===== src/rtl/match_sequencer.sv =====
// Pong match sequencer: idle, serve countdown, rally, post-point hold and game over,
// with score keeping, win detection and control of the ball datapath.
module match_sequencer #(
    parameter int unsigned WIN_SCORE      = 5,
    parameter int unsigned SERVE_DELAY_MS = 1000,
    parameter int unsigned POINT_HOLD_MS  = 500
) (
    input  logic       clk,
    input  logic       reset,
    input  logic       tick_1ms,
    input  logic       start,
    input  logic       pause,
    input  logic       p1_point,
    input  logic       p2_point,
    output logic [2:0] state,
    output logic [1:0] countdown,
    output logic       ball_run,
    output logic       ball_reset,
    output logic       serve_dir,
    output logic [3:0] p1_score,
    output logic [3:0] p2_score,
    output logic       p1_win,
    output logic       p2_win,
    output logic       game_end
);

    localparam int unsigned MS_MAX = (SERVE_DELAY_MS > POINT_HOLD_MS) ? SERVE_DELAY_MS : POINT_HOLD_MS;
    localparam int unsigned MS_W   = (MS_MAX > 1) ? $clog2(MS_MAX) : 1;

    localparam logic [3:0]      WIN        = 4'(WIN_SCORE);
    localparam logic [MS_W-1:0] SERVE_LAST = MS_W'(SERVE_DELAY_MS - 1);
    localparam logic [MS_W-1:0] HOLD_LAST  = MS_W'(POINT_HOLD_MS - 1);

    typedef enum logic [2:0] {
        S_IDLE      = 3'd0,
        S_COUNTDOWN = 3'd1,
        S_RALLY     = 3'd2,
        S_POINT     = 3'd3,
        S_OVER      = 3'd4
    } state_t;

    state_t          st;
    logic            start_q;
    logic            start_edge;
    logic            timer_step;
    logic [MS_W-1:0] ms_cnt;

    // start_q powers up high so a button held through reset never counts as a press
    assign start_edge = start & ~start_q;
    assign timer_step = tick_1ms & ~pause;
    assign state      = st;

    always_ff @(posedge clk) begin
        if (reset) begin
            st         <= S_IDLE;
            start_q    <= 1'b1;
            ms_cnt     <= '0;
            countdown  <= 2'd0;
            ball_run   <= 1'b0;
            ball_reset <= 1'b1;
            serve_dir  <= 1'b0;
            p1_score   <= 4'd0;
            p2_score   <= 4'd0;
            p1_win     <= 1'b0;
            p2_win     <= 1'b0;
            game_end   <= 1'b0;
        end else begin
            start_q <= start;
            unique case (st)
                S_IDLE, S_OVER: begin
                    ball_run   <= 1'b0;
                    ball_reset <= 1'b1;
                    if (start_edge) begin
                        st        <= S_COUNTDOWN;
                        ms_cnt    <= '0;
                        countdown <= 2'd3;
                        p1_score  <= 4'd0;
                        p2_score  <= 4'd0;
                        p1_win    <= 1'b0;
                        p2_win    <= 1'b0;
                        game_end  <= 1'b0;
                    end
                end

                S_COUNTDOWN: begin
                    if (timer_step) begin
                        if (ms_cnt == SERVE_LAST) begin
                            ms_cnt    <= '0;
                            countdown <= countdown - 2'd1;
                            if (countdown == 2'd1) begin
                                st         <= S_RALLY;
                                ball_run   <= 1'b1;
                                ball_reset <= 1'b0;
                            end
                        end else begin
                            ms_cnt <= ms_cnt + MS_W'(1);
                        end
                    end
                end

                S_RALLY: begin
                    ball_run <= ~pause;
                    // simultaneous pulses re-serve without touching score or serve side
                    if (p1_point || p2_point) begin
                        st         <= S_POINT;
                        ms_cnt     <= '0;
                        ball_run   <= 1'b0;
                        ball_reset <= 1'b1;
                        if (p1_point && !p2_point) begin
                            serve_dir <= 1'b0;
                            if (p1_score < WIN) p1_score <= p1_score + 4'd1;
                        end else if (p2_point && !p1_point) begin
                            serve_dir <= 1'b1;
                            if (p2_score < WIN) p2_score <= p2_score + 4'd1;
                        end
                    end
                end

                S_POINT: begin
                    if (timer_step) begin
                        if (ms_cnt == HOLD_LAST) begin
                            ms_cnt <= '0;
                            if (p1_score == WIN || p2_score == WIN) begin
                                st       <= S_OVER;
                                game_end <= 1'b1;
                                p1_win   <= (p1_score == WIN);
                                p2_win   <= (p2_score == WIN);
                            end else begin
                                st        <= S_COUNTDOWN;
                                countdown <= 2'd3;
                            end
                        end else begin
                            ms_cnt <= ms_cnt + MS_W'(1);
                        end
                    end
                end

                default: begin
                    st         <= S_IDLE;
                    ms_cnt     <= '0;
                    ball_run   <= 1'b0;
                    ball_reset <= 1'b1;
                end
            endcase
        end
    end

endmodule


===== config.mk =====
export PLATFORM = sky130hd
export DESIGN_NAME = match_sequencer
export DESIGN_NICKNAME = d
export VERILOG_FILES = /design/src/rtl/match_sequencer.sv
export SDC_FILE = /design/constraint.sdc
export NUM_CORES = 1
export LEC_CHECK = 0
export BUFFER_PORTS_ARGS = -buffer_cell sky130_fd_sc_hd__buf_2
export CAP_MARGIN = 20
export CORE_ASPECT_RATIO = 0.8
export CORE_MARGIN = 3
export CORE_UTILIZATION = 45
export DETAILED_ROUTE_END_ITERATION = 16
export PLACE_DENSITY = 0.66
export SYNTH_ARGS = -nofsm -noshare
export SYNTH_HDL_FRONTEND = slang
export SYNTH_SLANG_ARGS = --single-unit

===== constraint.sdc =====
create_clock -name clk -period 2.2 [get_ports clk]
set_input_delay 0.22 -clock clk [delete_from_list [all_inputs] [get_ports clk]]
set_output_delay 0.22 -clock clk [all_outputs]
set_load 0.03 [all_outputs]

# [Word-level counts from Yosys, hierarchy flattened]
# Index checks and enable logic that the tools add are counted.
[classes] order_cmp=2 n_addsub=4 reduce_logical=21 n_mux=58 eq_ne=23 bitwise_logic=5
[ops] operator="2-to-1 mux 10 bit" count=6
[ops] operator="one-hot mux 10 bit (4 select lines)" count=1
[ops] operator="2-to-1 mux 4 bit" count=8
[ops] operator="!= test 2 bit (second input constant)" count=14
[ops] operator="2-to-1 mux 3 bit" count=8
[ops] operator="2-to-1 mux 1 bit" count=20
[ops] operator="one-hot mux 4 bit (2 select lines)" count=2
[ops] operator="AND reduction 5 bit" count=3
[ops] operator="AND reduction 7 bit" count=2
[ops] operator="2-to-1 mux 2 bit" count=6
[ops] operator="one-hot mux 3 bit (4 select lines)" count=1
[ops] operator="adder 10 x 1 -> 10 bit (second input constant)" count=1
[ops] operator="== test 10 bit (second input constant)" count=1
[ops] operator="== test 10 x 9 -> 1 bit (second input constant)" count=1
[ops] operator="adder 4 x 1 -> 4 bit (second input constant)" count=2
[ops] operator="== test 4 x 3 -> 1 bit (second input constant)" count=2
[ops] operator="less-than comparator 4 x 3 -> 1 bit (second input constant)" count=2
[ops] operator="AND reduction 4 bit" count=2
[ops] operator="== test 3 x 2 -> 1 bit (second input constant)" count=2
[ops] operator="one-hot mux 1 bit (2 select lines)" count=3
[ops] operator="one-hot mux 1 bit (3 select lines)" count=2
[ops] operator="one-hot mux 2 bit (3 select lines)" count=1
[ops] operator="AND reduction 6 bit" count=1
[ops] operator="nonzero test 2 bit" count=3
[ops] operator="other kinds (13)" count=19
[word_totals] output_inout_bits=19 wordCells=125 reg_bits=30

# [Longest topological paths before layout]
[depth] ltp_word=6 mapped_depth=7 depth_no_buf=6

# [Worst setup path after synthesis]
# OpenSTA, ideal clock, no wires.
[synth_path] path_type="flip-flop to flip-flop" startpoint="register p2_score[0]" endpoint="register game_end" stages_incl_launch_ff=6 setup_slack_ps=227 arrival_time_ps=1850 path_buffers=0 period_less_slack_ps=1973 setup_time_ps=123 cell_sequence="dfxtp_1 ha_1 nand3b_1 a2111oi_0 o22a_1 mux2_1"
[synth_between] elab_chain_cells=4
[synth_rtl] item="start, declared" line="21" text="output logic [3:0] p2_score,"
[synth_rtl] item="start signal, assigned" line="114" text="if (p2_score < WIN) p2_score <= p2_score + 4'd1;"
[synth_rtl] item="== test 4 x 3 -> 1 bit" line="123" text="if (p1_score == WIN || p2_score == WIN) begin"
[synth_rtl] item="logical OR 1 bit" line="123"
[synth_rtl] item="!= test 2 bit (no line)"
[synth_rtl] item="AND reduction 5 bit (no line)"
[synth_rtl] item="end signal, assigned" line="66" text="game_end <= 1'b0;"
[synth_rtl] item="end signal, assigned" line="81" text="game_end <= 1'b0;"
[synth_rtl] item="end signal, assigned" line="125" text="game_end <= 1'b1;"
[synth_rtl] item="end, declared" line="24" text="output logic game_end"
# Every way passes these cells.
# A chain may end at the register's enable or synchronous reset.

# [Worst setup path in the final report]
[layout_path] startpoint="register p2_score[0]" endpoint="register p2_win"
[layout_between] elab_chain_cells=5 word_cells_on_any_way=8
[layout_rtl] item="== test 4 x 3 -> 1 bit (*)" line="123, 127"
[layout_rtl] item="2-to-1 mux 1 bit" line="123"
[layout_rtl] item="2-to-1 mux 1 bit" line="121" text="if (ms_cnt == HOLD_LAST) begin"
[layout_rtl] item="2-to-1 mux 1 bit" line="120" text="if (timer_step) begin"
[layout_rtl] item="one-hot mux 1 bit (2 select lines)" line="69" text="unique case (st)"
[layout_rtl] item="end signal, assigned" line="127" text="p2_win <= (p2_score == WIN);"
[layout_rtl] item="end, declared" line="23" text="output logic p2_win,"
# Mark *: on every way between the ends. The rest lies on a longest branch, timed or not. The select of a mux whose other input is x is not followed.

==> results by group <==
Setup path
  – Arrival @ worst endpoint: 2.10 ns
  – Worst Setup End Kind: register
  – Setup Crit Path Kind: reg2reg
  – Worst Path Buf+Inv: 0
  – Worst Path Required: 2.37 ns
  – Crit Path Max Fanout: 7
  – Worst-path cell chain: ha_1 -> nand3b_1 -> a2111oi_0 -> o22a_1 -> mux2_1
  – Worst Setup Start Kind: register
  – Top Family by Delay on Critical Path: compound AO/OA/AOI/OAI gates
  – CP max stage delay: 0.44 ns
  – Slowest CP cell: a2111oi_0

Floorplan
  – DIE AREA: 4980 um^2
  – Core Area: 3900 um^2
  – Initial core utilization: 48.0%
  – I/O pin cnt: 26
  – Die width: 78.2 um
  – Site row count: 20
  – DIE HEIGHT: 63.7 um

Timing
  – Final hold violations: 0
  – RSZ-0062 raised after global routing: false
  – Worst-Margin Slew: 0.559 ns
  – Layout Skew: 0.0121 ns
  – Worst slew margin: 62.3%
  – Pins Over Slew Limit: 0
  – Setup_tns: 0 ns
  – Min cycle time layout: 1.92 ns
  – Worst hold margin: 0.168 ns
  – Setup violators final: 0
  – Final worst-path cycle share: 87.5%
  – Peak Freq: 520 MHz

Place
  – Placed Instance Area: 2090 um^2
  – Detailed-placement wirelength estimate: 3190 um
  – GPL Wtd Cong: 0.806
  – Post-Place Cells: 298
  – IO Port Bufs: 25

GRT
  – First-pass GRT wire length: 7470 um
  – Initial antenna violation count: 0
  – Overflow after GRT: 0
  – Total GRT Usage: 19.2%
  – Largest net degree at the start of global routing: 31
  – Vias in the first global route: 1473

Power and ir drop
  – Peak VDD IR: 398 uV
  – Switch Pwr: 0.662 mW
  – Clock power frac: 26.6%
  – Flop pwr share: 37.9%
  – Leakage: 0.827 nW
  – Internal power: 1.08 mW
  – Power per cell area: 799 nW/um^2
  – Comb pwr share: 35.5%
  – Fraction of power spent switching nets: 38.1%

Yosys
  – Mapped Nets: 239
  – Register area share after synthesis: 32.0%
  – Syn Std Cell Area: 1870 um^2
  – Post-synth EDFFs: 0
  – Post-synth ARST share: 0%
  – Most common flop cell mapped by yosys: dfxtp_1
  – Syn Inst Count: 221
  – Flops & latches, synth: 30
  – Distinct cells, synth: 56
  – Synthesized area per cell: 8.48 um^2
  – Yosys warns: 0

Clocking
  – Post-CTS Hold Buffers: 0
  – CTS max path bufs: 2
  – Total CTS buffers: 5
  – PostCTS Resize Cnt: 0
  – CTS tree: yes
  – CTS Sinks: 30
  – Setup Buffers After CTS: 0
  – Clock transition at path regs: 0.07 ns
  – Worst-skew pair later-pin latency: 0.29 ns
  – Root Buffer: clkbuf_8
  – H-tree Lvls: 2

Layout
  – Share of cells above drive strength 1: 21.1%
  – Fillers: 372
  – Most frequent cells in the layout: dfxtp_1, buf_2, nand2_1
  – Finished Cell Area: 2180 um^2
  – Area added between synthesis and finish: 16.2%
  – Nets: 268
  – Diodes inserted: 0
  – Finished Layout Cells: 306
  – Commonest non-fill, non-tap cell in the layout: dfxtp_1

Routing
  – 1st-pass router iterations: 4
  – 1st-iter DRT viols: 168
  – Vias: 1723
  – Via density: 5.63
  – DRC violations left: 0
  – Routed WL per cell: 14.5 um
  – Routed Antenna Nets: 0
  – Routed wire length: 4430 um

Run status
  – Status: finished, final reports clean

Min path
  – Min-delay worst type: in2reg

Flow run
  – Max-cap violations: 0
## stage by stage
step | worst slack, ns | power (mW) | util [%]
floorplan | 0.227 | 1.08 | -
global placement | 0.372 | 1.28 | 53.4
detailed placement | 0.317 | 1.28 | 53.4
CTS | 0.299 | 1.74 | 55.8
global route | 0.118 | 1.85 | 55.8
finish | 0.275 | 1.74 | 55.8
## per-layer routing
layer / vias to the layer above / track usage [%] / part of all wire (%)
met1: 777 / 30.6 / 55
li1: 886 / - / -
met5: - / 0 / 0
met4: 0 / 7.86 / 1.2
met2: 56 / 23.4 / 37
met3: 4 / 4.86 / 6.9
## power groups by stage
stage | sequential, mW | clock (mW) | combinational, mW
floorplan | 0.711 | 0 | 0.369
global placement | 0.665 | 0 | 0.614
detailed placement | 0.668 | 0 | 0.609
CTS | 0.656 | 0.475 | 0.612
global route | 0.670 | 0.504 | 0.672
finish | 0.659 | 0.462 | 0.618
## sequential cells by signal, summed over array words and instances (netlist names)
name	cells
ball_reset	1
ball_run	1
countdown	2
game_end	1
ms_cnt	10
p1_score	4
p1_win	1
p2_score	4
p2_win	1
serve_dir	1
start_q	1
state	3
## synth_stat cells, drive strengths merged (3+ instances only)
library cell / instances / share of area (%)
dfxtp: 30 / 32
nand2: 15 / 3.0
a21oi: 13 / 3.5
inv: 13 / 2.6
ha: 11 / 7.3
nor2: 11 / 2.2
buf: 8 / 2.1
nand3: 7 / 1.9
nor3: 7 / 1.9
o21ai: 7 / 1.9
a31oi: 6 / 2.0
nor2b: 6 / 2.0
or3: 6 / 2.0
or4: 6 / 2.4
clkbuf: 5 / 1.0
nand2b: 5 / 1.7
nand4b: 5 / 2.3
mux2: 4 / 2.4
nand4: 4 / 1.3
or2: 4 / 1.3
a21o: 3 / 1.2
a311oi: 3 / 1.4
nand3b: 3 / 1.4
nor3b: 3 / 1.5
o31ai: 3 / 1.2
## cells by family after synthesis
family | share of synthesized area (%)
XOR/XNOR | 0.467
adder cells (fa/ha/maj) | 7.34
AND/OR/NAND/NOR | 31.4
AO/OA/AOI/OAI | 20.7
flip-flops | 32.0
buffers and inverters | 5.67
multiplexers | 2.40
## worst paths after layout
| path | slack (ns) | to | cells past startpoint | startpoint |
|---|---|---|---|---|
| worst max-delay path | 0.28 | p2_win | 5 | p2_score[0] |
| worst min-delay path | 0.17 | start_q | 2 | start |
| worst max register to register | 0.28 | p2_win | 5 | p2_score[0] |
| worst min register to register | 0.48 | ms_cnt[1] | 2 | ms_cnt[1] |
## cell type report
cell class	instances	area, um^2	share of cell area (%)
repair buffers	35	200	9.20
multi-input cells	165	1170	53.6
flip-flops and latches	30	601	27.6
well taps	55	68.8	3.16
clock buffers	7	86.3	3.97
inverters	13	48.8	2.24
clock inverters	1	5.00	0.230
## worst register-to-register path: stages (launching register included)
cell       delay (ns)
dfxtp_1          0.43
ha_1             0.21
nand3b_1         0.15
a2111oi_0        0.44
o22a_1           0.25
mux2_1           0.33
Power figures use the tool's default switching activity.
